<file path="src/rtl/pdh_dac_sweep_ctrl_if.sv">
// Command, sweep-config and DAC-stream bundle between the PS command decoder,
// the sweep controller and the DAC AXI-Stream output.
interface pdh_dac_sweep_ctrl_if #(
  parameter int CODE_W  = 14,
  parameter int DWELL_W = 16,
  parameter int CNT_W   = 16
);
  logic               start_i;
  logic               stop_i;
  logic               cfg_chan_i;
  logic [CODE_W-1:0]  cfg_min_i;
  logic [CODE_W-1:0]  cfg_max_i;
  logic [CODE_W-1:0]  cfg_step_i;
  logic [DWELL_W-1:0] cfg_dwell_i;
  logic               host_wr_i;
  logic               host_sel_i;
  logic [CODE_W-1:0]  host_code_i;
  logic [31:0]        dac_tdata_o;
  logic               dac_tvalid_o;
  logic               busy_o;
  logic [1:0]         state_o;
  logic [CNT_W-1:0]   period_cnt_o;
  logic               err_o;

  modport master (
    output start_i, stop_i, cfg_chan_i, cfg_min_i, cfg_max_i, cfg_step_i, cfg_dwell_i,
           host_wr_i, host_sel_i, host_code_i,
    input  dac_tdata_o, dac_tvalid_o, busy_o, state_o, period_cnt_o, err_o
  );

  modport slave (
    input  start_i, stop_i, cfg_chan_i, cfg_min_i, cfg_max_i, cfg_step_i, cfg_dwell_i,
           host_wr_i, host_sel_i, host_code_i,
    output dac_tdata_o, dac_tvalid_o, busy_o, state_o, period_cnt_o, err_o
  );
endinterface

</file>
<file path="src/rtl/pdh_dac_sweep_ctrl.sv">
// Owner of the two-channel DAC word: arbitrates host code writes against a
// triangle sweep engine that scans one channel between latched limits.
module pdh_dac_sweep_ctrl #(
  parameter int CODE_W  = 14,
  parameter int DWELL_W = 16,
  parameter int CNT_W   = 16
) (
  input  logic                clk,
  input  logic                rst,
  pdh_dac_sweep_ctrl_if.slave bus
);
  typedef enum logic [1:0] {IDLE = 2'b00, UP = 2'b01, DOWN = 2'b10} state_t;

  state_t             state_r;
  logic               busy_r;
  logic               chan_r;
  logic               tvalid_r;
  logic               err_r;
  logic [CODE_W-1:0]  min_r;
  logic [CODE_W-1:0]  max_r;
  logic [CODE_W-1:0]  step_r;
  logic [CODE_W-1:0]  ch0_r;
  logic [CODE_W-1:0]  ch1_r;
  logic [DWELL_W-1:0] dwell_r;
  logic [DWELL_W-1:0] dwell_cnt_r;
  logic [CNT_W-1:0]   period_r;

  logic                start_ok_s;
  logic                start_acc_s;
  logic                host_ok_s;
  logic                step_due_s;
  logic                turn_s;
  logic [CODE_W-1:0]   swept_s;
  logic [CODE_W-1:0]   step_code_s;
  logic [CODE_W:0]     up_next_s;
  logic signed [CODE_W:0] dn_next_s;

  function automatic logic [31:0] pack_word(input logic [CODE_W-1:0] c1,
                                            input logic [CODE_W-1:0] c0);
    return {{(16-CODE_W){1'b0}}, c1, {(16-CODE_W){1'b0}}, c0};
  endfunction

  // Request qualification and the code a due sweep step would produce
  always_comb begin
    swept_s     = chan_r ? ch1_r : ch0_r;
    start_ok_s  = (bus.cfg_min_i < bus.cfg_max_i) && (bus.cfg_step_i != {CODE_W{1'b0}});
    start_acc_s = bus.start_i && !bus.stop_i && start_ok_s;
    host_ok_s   = bus.host_wr_i && (!busy_r || (bus.host_sel_i != chan_r));
    step_due_s  = busy_r && (dwell_cnt_r == dwell_r);
    up_next_s   = {1'b0, swept_s} + {1'b0, step_r};
    dn_next_s   = $signed({1'b0, swept_s}) - $signed({1'b0, step_r});
    turn_s      = 1'b0;
    step_code_s = swept_s;
    // One extra bit keeps overshoot past max and undershoot below zero visible
    case (state_r)
      UP: begin
        if (up_next_s >= {1'b0, max_r}) begin
          turn_s      = 1'b1;
          step_code_s = max_r;
        end else begin
          step_code_s = up_next_s[CODE_W-1:0];
        end
      end
      DOWN: begin
        if (dn_next_s <= $signed({1'b0, min_r})) begin
          turn_s      = 1'b1;
          step_code_s = min_r;
        end else begin
          step_code_s = dn_next_s[CODE_W-1:0];
        end
      end
      default: begin
        turn_s      = 1'b0;
        step_code_s = swept_s;
      end
    endcase
  end

  // Sweep FSM, channel registers and registered stream/status outputs
  always_ff @(posedge clk) begin
    if (rst) begin
      state_r     <= IDLE;
      busy_r      <= 1'b0;
      chan_r      <= 1'b0;
      min_r       <= {CODE_W{1'b0}};
      max_r       <= {CODE_W{1'b0}};
      step_r      <= {CODE_W{1'b0}};
      dwell_r     <= {DWELL_W{1'b0}};
      dwell_cnt_r <= {DWELL_W{1'b0}};
      ch0_r       <= {CODE_W{1'b0}};
      ch1_r       <= {CODE_W{1'b0}};
      period_r    <= {CNT_W{1'b0}};
      tvalid_r    <= 1'b0;
      err_r       <= 1'b0;
    end else begin
      tvalid_r <= 1'b0;
      err_r    <= (bus.host_wr_i && !host_ok_s) || (bus.start_i && !bus.stop_i && !start_ok_s);
      if (host_ok_s) begin
        tvalid_r <= 1'b1;
        if (bus.host_sel_i) ch1_r <= bus.host_code_i;
        else                ch0_r <= bus.host_code_i;
      end
      // Sweep writes come after the host write so a start overrides it on the swept channel
      if (bus.stop_i) begin
        state_r     <= IDLE;
        busy_r      <= 1'b0;
        dwell_cnt_r <= {DWELL_W{1'b0}};
      end else if (start_acc_s) begin
        chan_r      <= bus.cfg_chan_i;
        min_r       <= bus.cfg_min_i;
        max_r       <= bus.cfg_max_i;
        step_r      <= bus.cfg_step_i;
        dwell_r     <= bus.cfg_dwell_i;
        dwell_cnt_r <= {DWELL_W{1'b0}};
        period_r    <= {CNT_W{1'b0}};
        state_r     <= UP;
        busy_r      <= 1'b1;
        tvalid_r    <= 1'b1;
        if (bus.cfg_chan_i) ch1_r <= bus.cfg_min_i;
        else                ch0_r <= bus.cfg_min_i;
      end else if (step_due_s) begin
        dwell_cnt_r <= {DWELL_W{1'b0}};
        tvalid_r    <= 1'b1;
        if (chan_r) ch1_r <= step_code_s;
        else        ch0_r <= step_code_s;
        if (turn_s) begin
          if (state_r == UP) begin
            state_r <= DOWN;
          end else begin
            state_r  <= UP;
            period_r <= period_r + {{(CNT_W-1){1'b0}}, 1'b1};
          end
        end
      end else if (busy_r) begin
        dwell_cnt_r <= dwell_cnt_r + {{(DWELL_W-1){1'b0}}, 1'b1};
      end
    end
  end

  assign bus.dac_tdata_o  = pack_word(ch1_r, ch0_r);
  assign bus.dac_tvalid_o = tvalid_r;
  assign bus.busy_o       = busy_r;
  assign bus.state_o      = state_r;
  assign bus.period_cnt_o = period_r;
  assign bus.err_o        = err_r;
endmodule

</file>
<file path="src/flat_wrapper.sv">
// flat-port wrapper written by rule: the top's interface ports become plain ports
module pdh_dac_sweep_ctrl_flat 
#(
  parameter int CODE_W  = 14,
  parameter int DWELL_W = 16,
  parameter int CNT_W   = 16
)
  (clk, rst, bus_start_i, bus_stop_i, bus_cfg_chan_i, bus_cfg_min_i, bus_cfg_max_i, bus_cfg_step_i, bus_cfg_dwell_i, bus_host_wr_i, bus_host_sel_i, bus_host_code_i, bus_dac_tdata_o, bus_dac_tvalid_o, bus_busy_o, bus_state_o, bus_period_cnt_o, bus_err_o);
  pdh_dac_sweep_ctrl_if #(.CODE_W(CODE_W), .DWELL_W(DWELL_W), .CNT_W(CNT_W)) bus_i ();
  input  logic clk;
  input  logic rst;
  input wire logic [$bits(bus_i.start_i)-1:0] bus_start_i;
  input wire logic [$bits(bus_i.stop_i)-1:0] bus_stop_i;
  input wire logic [$bits(bus_i.cfg_chan_i)-1:0] bus_cfg_chan_i;
  input wire logic [$bits(bus_i.cfg_min_i)-1:0] bus_cfg_min_i;
  input wire logic [$bits(bus_i.cfg_max_i)-1:0] bus_cfg_max_i;
  input wire logic [$bits(bus_i.cfg_step_i)-1:0] bus_cfg_step_i;
  input wire logic [$bits(bus_i.cfg_dwell_i)-1:0] bus_cfg_dwell_i;
  input wire logic [$bits(bus_i.host_wr_i)-1:0] bus_host_wr_i;
  input wire logic [$bits(bus_i.host_sel_i)-1:0] bus_host_sel_i;
  input wire logic [$bits(bus_i.host_code_i)-1:0] bus_host_code_i;
  output wire logic [$bits(bus_i.dac_tdata_o)-1:0] bus_dac_tdata_o;
  output wire logic [$bits(bus_i.dac_tvalid_o)-1:0] bus_dac_tvalid_o;
  output wire logic [$bits(bus_i.busy_o)-1:0] bus_busy_o;
  output wire logic [$bits(bus_i.state_o)-1:0] bus_state_o;
  output wire logic [$bits(bus_i.period_cnt_o)-1:0] bus_period_cnt_o;
  output wire logic [$bits(bus_i.err_o)-1:0] bus_err_o;
  assign bus_i.start_i = bus_start_i;
  assign bus_i.stop_i = bus_stop_i;
  assign bus_i.cfg_chan_i = bus_cfg_chan_i;
  assign bus_i.cfg_min_i = bus_cfg_min_i;
  assign bus_i.cfg_max_i = bus_cfg_max_i;
  assign bus_i.cfg_step_i = bus_cfg_step_i;
  assign bus_i.cfg_dwell_i = bus_cfg_dwell_i;
  assign bus_i.host_wr_i = bus_host_wr_i;
  assign bus_i.host_sel_i = bus_host_sel_i;
  assign bus_i.host_code_i = bus_host_code_i;
  assign bus_dac_tdata_o = bus_i.dac_tdata_o;
  assign bus_dac_tvalid_o = bus_i.dac_tvalid_o;
  assign bus_busy_o = bus_i.busy_o;
  assign bus_state_o = bus_i.state_o;
  assign bus_period_cnt_o = bus_i.period_cnt_o;
  assign bus_err_o = bus_i.err_o;
  pdh_dac_sweep_ctrl #(.CODE_W(CODE_W), .DWELL_W(DWELL_W), .CNT_W(CNT_W)) u_core (.clk(clk), .rst(rst), .bus(bus_i));
endmodule
</file>
<file path="config.mk">
export PLATFORM = sky130hd
export DESIGN_NAME = pdh_dac_sweep_ctrl_flat
export DESIGN_NICKNAME = d
export VERILOG_FILES = /design/src/rtl/pdh_dac_sweep_ctrl_if.sv /design/src/rtl/pdh_dac_sweep_ctrl.sv /design/src/flat_wrapper.sv
export SDC_FILE = /design/constraint.sdc
export NUM_CORES = 1
export LEC_CHECK = 0
export ABC_CLOCK_PERIOD_IN_PS = 5350
export BUFFER_PORTS_ARGS = -buffer_cell sky130_fd_sc_hd__buf_2
export CAP_MARGIN = 10
export CORE_MARGIN = 2
export CORE_UTILIZATION = 50
export CTS_BUF_LIST = sky130_fd_sc_hd__clkbuf_4 sky130_fd_sc_hd__clkbuf_8
export DETAILED_ROUTE_END_ITERATION = 6
export PLACE_DENSITY = 0.74
export SYNTH_ARGS = -nofsm -noshare
export SYNTH_HDL_FRONTEND = slang
export SYNTH_SLANG_ARGS = --single-unit
</file>
<file path="constraint.sdc">
create_clock -name clk -period 5.35 [get_ports clk]
set_clock_uncertainty 0.1 [all_clocks]
set_input_delay 0.535 -clock clk [delete_from_list [all_inputs] [get_ports clk]]
set_output_delay 0.535 -clock clk [all_outputs]
set_load 0.01 [all_outputs]
</file>
* Word-level counts from Yosys, hierarchy flattened *
Cells that the tools add are included.

word-level totals
  flip-flop bits (word level) = 124
  input bits = 79

cells by class
  add/sub/neg operators = 4
  order comparisons = 3
  eq/ne operators = 5
  muxes and demuxes = 33
  bitwise operators = 1
  reductions and logical operators = 23

operator list
  kind                     number
  $mux W14                 17
  $mux W16                 4
  $add A16 B1 Y16 const B  2
  $pmux W14 S2             1
  $eq A16 B16 Y1           1
  $add A14 B14 Y15         1
  $ge A15 B14 Y1           1
  $le A15 B15 Y1           1
  $sub A14 B14 Y15         1
  $lt A14 B14 Y1           1
  $reduce_bool A14 Y1      1
  $mux W1                  9
  $logic_and A1 B1 Y1      7
  $reduce_and A2 Y1        3
  $logic_not A1 Y1         4
  $reduce_and A4 Y1        1
  $reduce_bool A2 Y1       2
  $reduce_or A4 Y1         1
  $reduce_or A3 Y1         1
  $eq A2 B1 Y1 const B     1
  $eq A2 B2 Y1 const B     1
  $logic_or A1 B1 Y1       2
  $mux W2                  1
  $ne A2 B1 Y1 const B     1
  other kinds (4)          4

* Depth between registers and ports, before layout *
  depth after elaboration = 9
  depth in mapped cells = 24
  depth with buffers taken out = 20

* Worst setup path before layout *
OpenSTA, ideal clock, no wires.

  path kind = register to register
  start point = register u_core.chan_r
  end point = register u_core.period_r[6] (netlist: u_core.bus.period_cnt_o[6])
  arrival = 5.397 ns
  required time = 5.180 ns
  setup slack = -0.217 ns
  cell stages (with the launch flop) = 22
  buffers on the path = 4
  clock period less this slack = 5.567 ns
  cells stage by stage = dfxtp_1 clkbuf_1 clkbuf_1 clkbuf_1 mux2i_1 ha_1 fa_1 nand2b_1 a21oi_1 o211ai_1 a21bo_2 a21boi_0 ha_1 and3_1 a221o_1 a221oi_2 a22oi_2 o21a_4 o31a_4 buf_6 or4_1 a21oi_1

between the ends
  longest elaborated chain between the ends = 7
  elaborated cells between the ends (all ways) = 10
  classes of those cells = add/sub (2); order compare (2); mux (4); reduce/logical (2)

ends and longest elaborated chain
  item                                                         RTL line                                            source
  start: declaration                                           pdh_dac_sweep_ctrl.sv:16                            logic chan_r;
  start signal: assignment                                     pdh_dac_sweep_ctrl.sv:109                           chan_r <= bus.cfg_chan_i;
  $mux W14 *                                                   pdh_dac_sweep_ctrl.sv:45                            swept_s = chan_r ? ch1_r : ch0_r;
  $sub A14 B14 Y15 / $add A14 B14 Y15 (equally long branches)  pdh_dac_sweep_ctrl.sv:51, pdh_dac_sweep_ctrl.sv:50
  $le A15 B15 Y1 / $ge A15 B14 Y1 (equally long branches)      pdh_dac_sweep_ctrl.sv:65, pdh_dac_sweep_ctrl.sv:57
  $mux W1, on equally long branches                            pdh_dac_sweep_ctrl.sv:65, pdh_dac_sweep_ctrl.sv:57
  $pmux W1 S2 *                                                pdh_dac_sweep_ctrl.sv:55                            case (state_r)
  $reduce_bool A2 Y1 (no source line) *                        n/a
  $reduce_and A4 Y1 (no source line) *                         n/a
  end signal: assignment                                       pdh_dac_sweep_ctrl.sv:92                            period_r <= {CNT_W{1'b0}};
  end signal: assignment                                       pdh_dac_sweep_ctrl.sv:115                           period_r <= {CNT_W{1'b0}};
  end signal: assignment                                       pdh_dac_sweep_ctrl.sv:131                           period_r <= period_r + {{(CNT_W-1){1'b0}}, 1'b1};
  end: declaration                                             pdh_dac_sweep_ctrl.sv:26                            logic [CNT_W-1:0] period_r;

Mark *: on every way between the ends. The rest lies on a longest branch, timed or not.
A chain may end at the register's enable or synchronous reset.

* Worst setup path after layout *
  start point = register u_core.chan_r
  end point = register u_core.ch0_r[2]

between the ends
  longest elaborated chain between the ends = 9
  elaborated cells between the ends (all ways) = 17
  classes of those cells = add/sub (2); order compare (2); eq/ne (1); mux (10); reduce/logical (2)

ends and longest elaborated chain
  item                                                         RTL line                                            source
  $mux W14                                                     pdh_dac_sweep_ctrl.sv:45
  $sub A14 B14 Y15 / $add A14 B14 Y15 (equally long branches)  pdh_dac_sweep_ctrl.sv:51, pdh_dac_sweep_ctrl.sv:50
  $le A15 B15 Y1 / $ge A15 B14 Y1 (equally long branches)      pdh_dac_sweep_ctrl.sv:65, pdh_dac_sweep_ctrl.sv:57
  $mux W14, on equally long branches                           pdh_dac_sweep_ctrl.sv:65, pdh_dac_sweep_ctrl.sv:57
  $pmux W14 S2                                                 pdh_dac_sweep_ctrl.sv:55
  $mux W14                                                     pdh_dac_sweep_ctrl.sv:124                           if (chan_r) ch1_r <= step_code_s;
  $mux W14                                                     pdh_dac_sweep_ctrl.sv:121                           end else if (step_due_s) begin
  $mux W14                                                     pdh_dac_sweep_ctrl.sv:108                           end else if (start_acc_s) begin
  $mux W14 *                                                   pdh_dac_sweep_ctrl.sv:104                           if (bus.stop_i) begin
  end signal: assignment                                       pdh_dac_sweep_ctrl.sv:101                           else ch0_r <= bus.host_code_i;
  end signal: assignment                                       pdh_dac_sweep_ctrl.sv:120                           else ch0_r <= bus.cfg_min_i;
  end signal: assignment                                       pdh_dac_sweep_ctrl.sv:125                           else ch0_r <= step_code_s;
  end: declaration                                             pdh_dac_sweep_ctrl.sv:22                            logic [CODE_W-1:0] ch0_r;

Marks and branches as above.

==> results.ini <==
[setup_path]
r2r_cells=18
crit_type=reg2reg
arrival_ns=5.33
critPathMaxFanout=15
r2r_slack_ns=0.25
rr_endpoint=u_core.ch0_r[2]
crit_required_ns=5.58
critPathSlowestCell=ha_2
start_kind=flip-flop
slowest_delay_ns=0.45
critPathCaptureType=flip-flop
r2r_start=u_core.chan_r
crit_path_cell_trace=buf_4 > mux2_2 > ha_2 > nor2_1 > a221oi_2 > o2111ai_1 > and4_1 > a211oi_1 > inv_1 > ha_1 > a21o_1 > a211oi_1 > o211a_1 > nand3_1 > buf_12 > mux2_2 > a22oi_1 > a21oi_1

[die]
fp.dieH_um=139
dieArea_um2=19300
num_rows=49
io_pins=132
dieWidth_um=139
core_um2=18000
start_util_pct=50.8

[synthesis]
synth_seq_area_share_pct=27.2
synthSimpleGateAreaFrac_pct=19.0
syn_area_um2=9120
synth_ff_type=dfxtp_1
yosys-top-cells-count=nand2_1, a21oi_1, dfxtp_1
synth_cells=1180
yosysMostFrequentCell=nand2_1
synth_edf_count=0
syn_area_per_cell_um2=7.73
synth_seq_cells=124
yosys.area.top_type=dfxtp_1
async_flop_share_pct=0
synthTopCellsByArea=dfxtp_1, ha_1, a21oi_1
synth_cell_types=74
synth_top_family_by_area=compound AO/OA/AOI/OAI gates
synth_top_area_share_pct=27.2
yosysWarningCount=0
yosys.area_share.adder_pct=10.4
synthMuxAreaShare_pct=7.34
synth-xor-area-share_pct=4.70
synth_compound_area_share_pct=24.1

[hold_path]
hold_depth=3
hp-class=in2reg
hold_path.startpoint=bus_cfg_dwell_i[12]
holdPathEnd=u_core.dwell_r[12]

[routing]
drt-total-wl_um=30000
antenna_left=0
drc=0
wl_per_cell_um=19.6
drt-vias-per-instance=6.15
drtIter0Drc=981
firstDrtPassIters=6
num_vias=9418

[sta]
tightest_slew_ns=1.27
hold_ws_ns=0.207
min_period_ns=5.10
finalSetupViolCount=0
fin_crit_sh_pct=95.3
max_freq_mhz=196
finalSetupTns_ns=0
relSlewSlack_pct=14.9
finalMaxSlewViolations=0
hold_viol_final=0

[clock_network]
clock_sink_count=124
clkLatencyLatePin_ns=0.46
cts_hold_buffers=0
tritoncts=done
htree_levels=4
clock_tree.root_cell=clkbuf_8
cts_inserted_buffers=17
clk_pin_slew_ns=0.08
cts_buffer_depth=2

[flow_run]
drv_cap=0

[power_and_ir_drop]
vdd_ir_drop_max_v=0.000210
p_per_area_nw_per_um2=275
p_leak_nw=4.39

[layout]
final_area_um2=10400
nNetsFinal=1444
n_antenna_cell=0
drive_gt1_share_pct=19.1
final-instance-count-excl-fill=1531
area_delta_synth_final_pct=14.4

[place]
numPortBuffers=127
gp_congestion=0.977
placed_area_um2=10000
hpwl_um=23000
dp_cells=1499

[status]
status=completed

[global_routing]
antenna_found_initial=0
grt.total_usage_pct=30.3
grt_max_degree=47
grt_pass1_vias=8945
grt_overflow=0
grt_pass1_wl_um=47200

power breakdown:
group | internal [mW] | total (mW) | switching [mW]
logic | 0.432 | 1.03 | 0.596
clock network | 0.445 | 0.844 | 0.398
registers | 0.962 | 1.00 | 0.0380
total | 1.84 | 2.87 | 1.03
flip-flops by register name, indices dropped and copies added, names as in the netlist:
signal,cells
u_core.dwell_cnt_r,16
u_core.step_r,14
u_core.min_r,14
u_core.dwell_r,16
u_core.max_r,14
u_core.chan_r,1
u_core.bus.dac_tvalid_o,1
u_core.ch1_r,14
u_core.bus.period_cnt_o,16
u_core.bus.state_o,2
u_core.bus.err_o,1
u_core.ch0_r,14
u_core.bus.busy_o,1
final cells by class:
type	instances	area [um2]
Fill cell	1696	7530
Multi-Input combinational cell	891	6050
Sequential cell	124	2480
Timing Repair Buffer	152	840
Inverter	104	390
Tap cell	229	287
Clock buffer	21	277
Clock inverter	10	115
stage by stage:
step	total power [mW]	setup slack (ns)	util [%]
after global routing	3.01	-0.0472	58.1
after floorplan	1.70	0.0453	-
after detailed placement	2.00	0.157	55.7
final	2.87	0.252	58.1
after global placement	1.99	0.315	55.7
after CTS	2.84	0.143	57.8
critical path, delay by kind of cell (launching register included):
kind	cells	cell delay, ns
DFF	1	0.40
AOI/OAI and AO/OA	8	2.06
and+or+nand+nor	3	0.48
buffers and inverters	3	0.49
muxes	2	0.68
adders and majority gates	2	0.75
worst max path at each step:
stage,from,end,slack (ns),cells after the start
global placement,u_core.chan_r,u_core.bus.period_cnt_o[14],0.32,17
global route,u_core.chan_r,u_core.ch1_r[1],-0.05,17
detailed placement,u_core.chan_r,u_core.bus.period_cnt_o[5],0.16,17
finish,u_core.chan_r,u_core.ch0_r[2],0.25,18
floorplan,u_core.chan_r,u_core.bus.period_cnt_o[6],0.05,21
CTS,u_core.chan_r,u_core.bus.period_cnt_o[5],0.14,17
metal layers:
metal	wire length, um	GRT usage [%]
met1	12200	38.1
met2	13900	49.7
met3	2420	6.39
met4	1530	14.5
met5	0	0
what timing repair did:
action | CTS | global route
endpoints found under the setup margin | 0 | 13
gates resized for setup | 0 | 10
buffers inserted | 0 | 1
hold endpoints to repair | 0 | 0
cells by family (layout without fill, tap and decap cells):
group                      after synthesis  count (layout)
muxes                                   62              62
AOI/OAI and AO/OA                      331             331
buffers and inverters                  168             287
adders and majority gates               75              75
DFF                                    124             124
and+or+nand+nor                        370             370
xor gates and xnor gates                49              49
other                                    1               4
placed cells by master (no fill, tap or decap), types with 14 or more instances in the layout:
master | synthesis | layout
nand2_1 | 164 | 163
buf_2 | 4 | 127
dfxtp_1 | 124 | 124
a21oi_1 | 124 | 123
inv_1 | 103 | 103
ha_1 | 73 | 70
nor2_1 | 53 | 52
o21ai_0 | 37 | 37
mux2_2 | 37 | 37
xnor2_1 | 36 | 36
nand3_1 | 35 | 35
nand4_1 | 25 | 25
buf_4 | 5 | 23
nor3_1 | 22 | 22
mux2i_1 | 23 | 22
clkbuf_8 | 0 | 19
a21o_1 | 17 | 17
and3_1 | 14 | 14
Power figures use the tool's default switching activity.
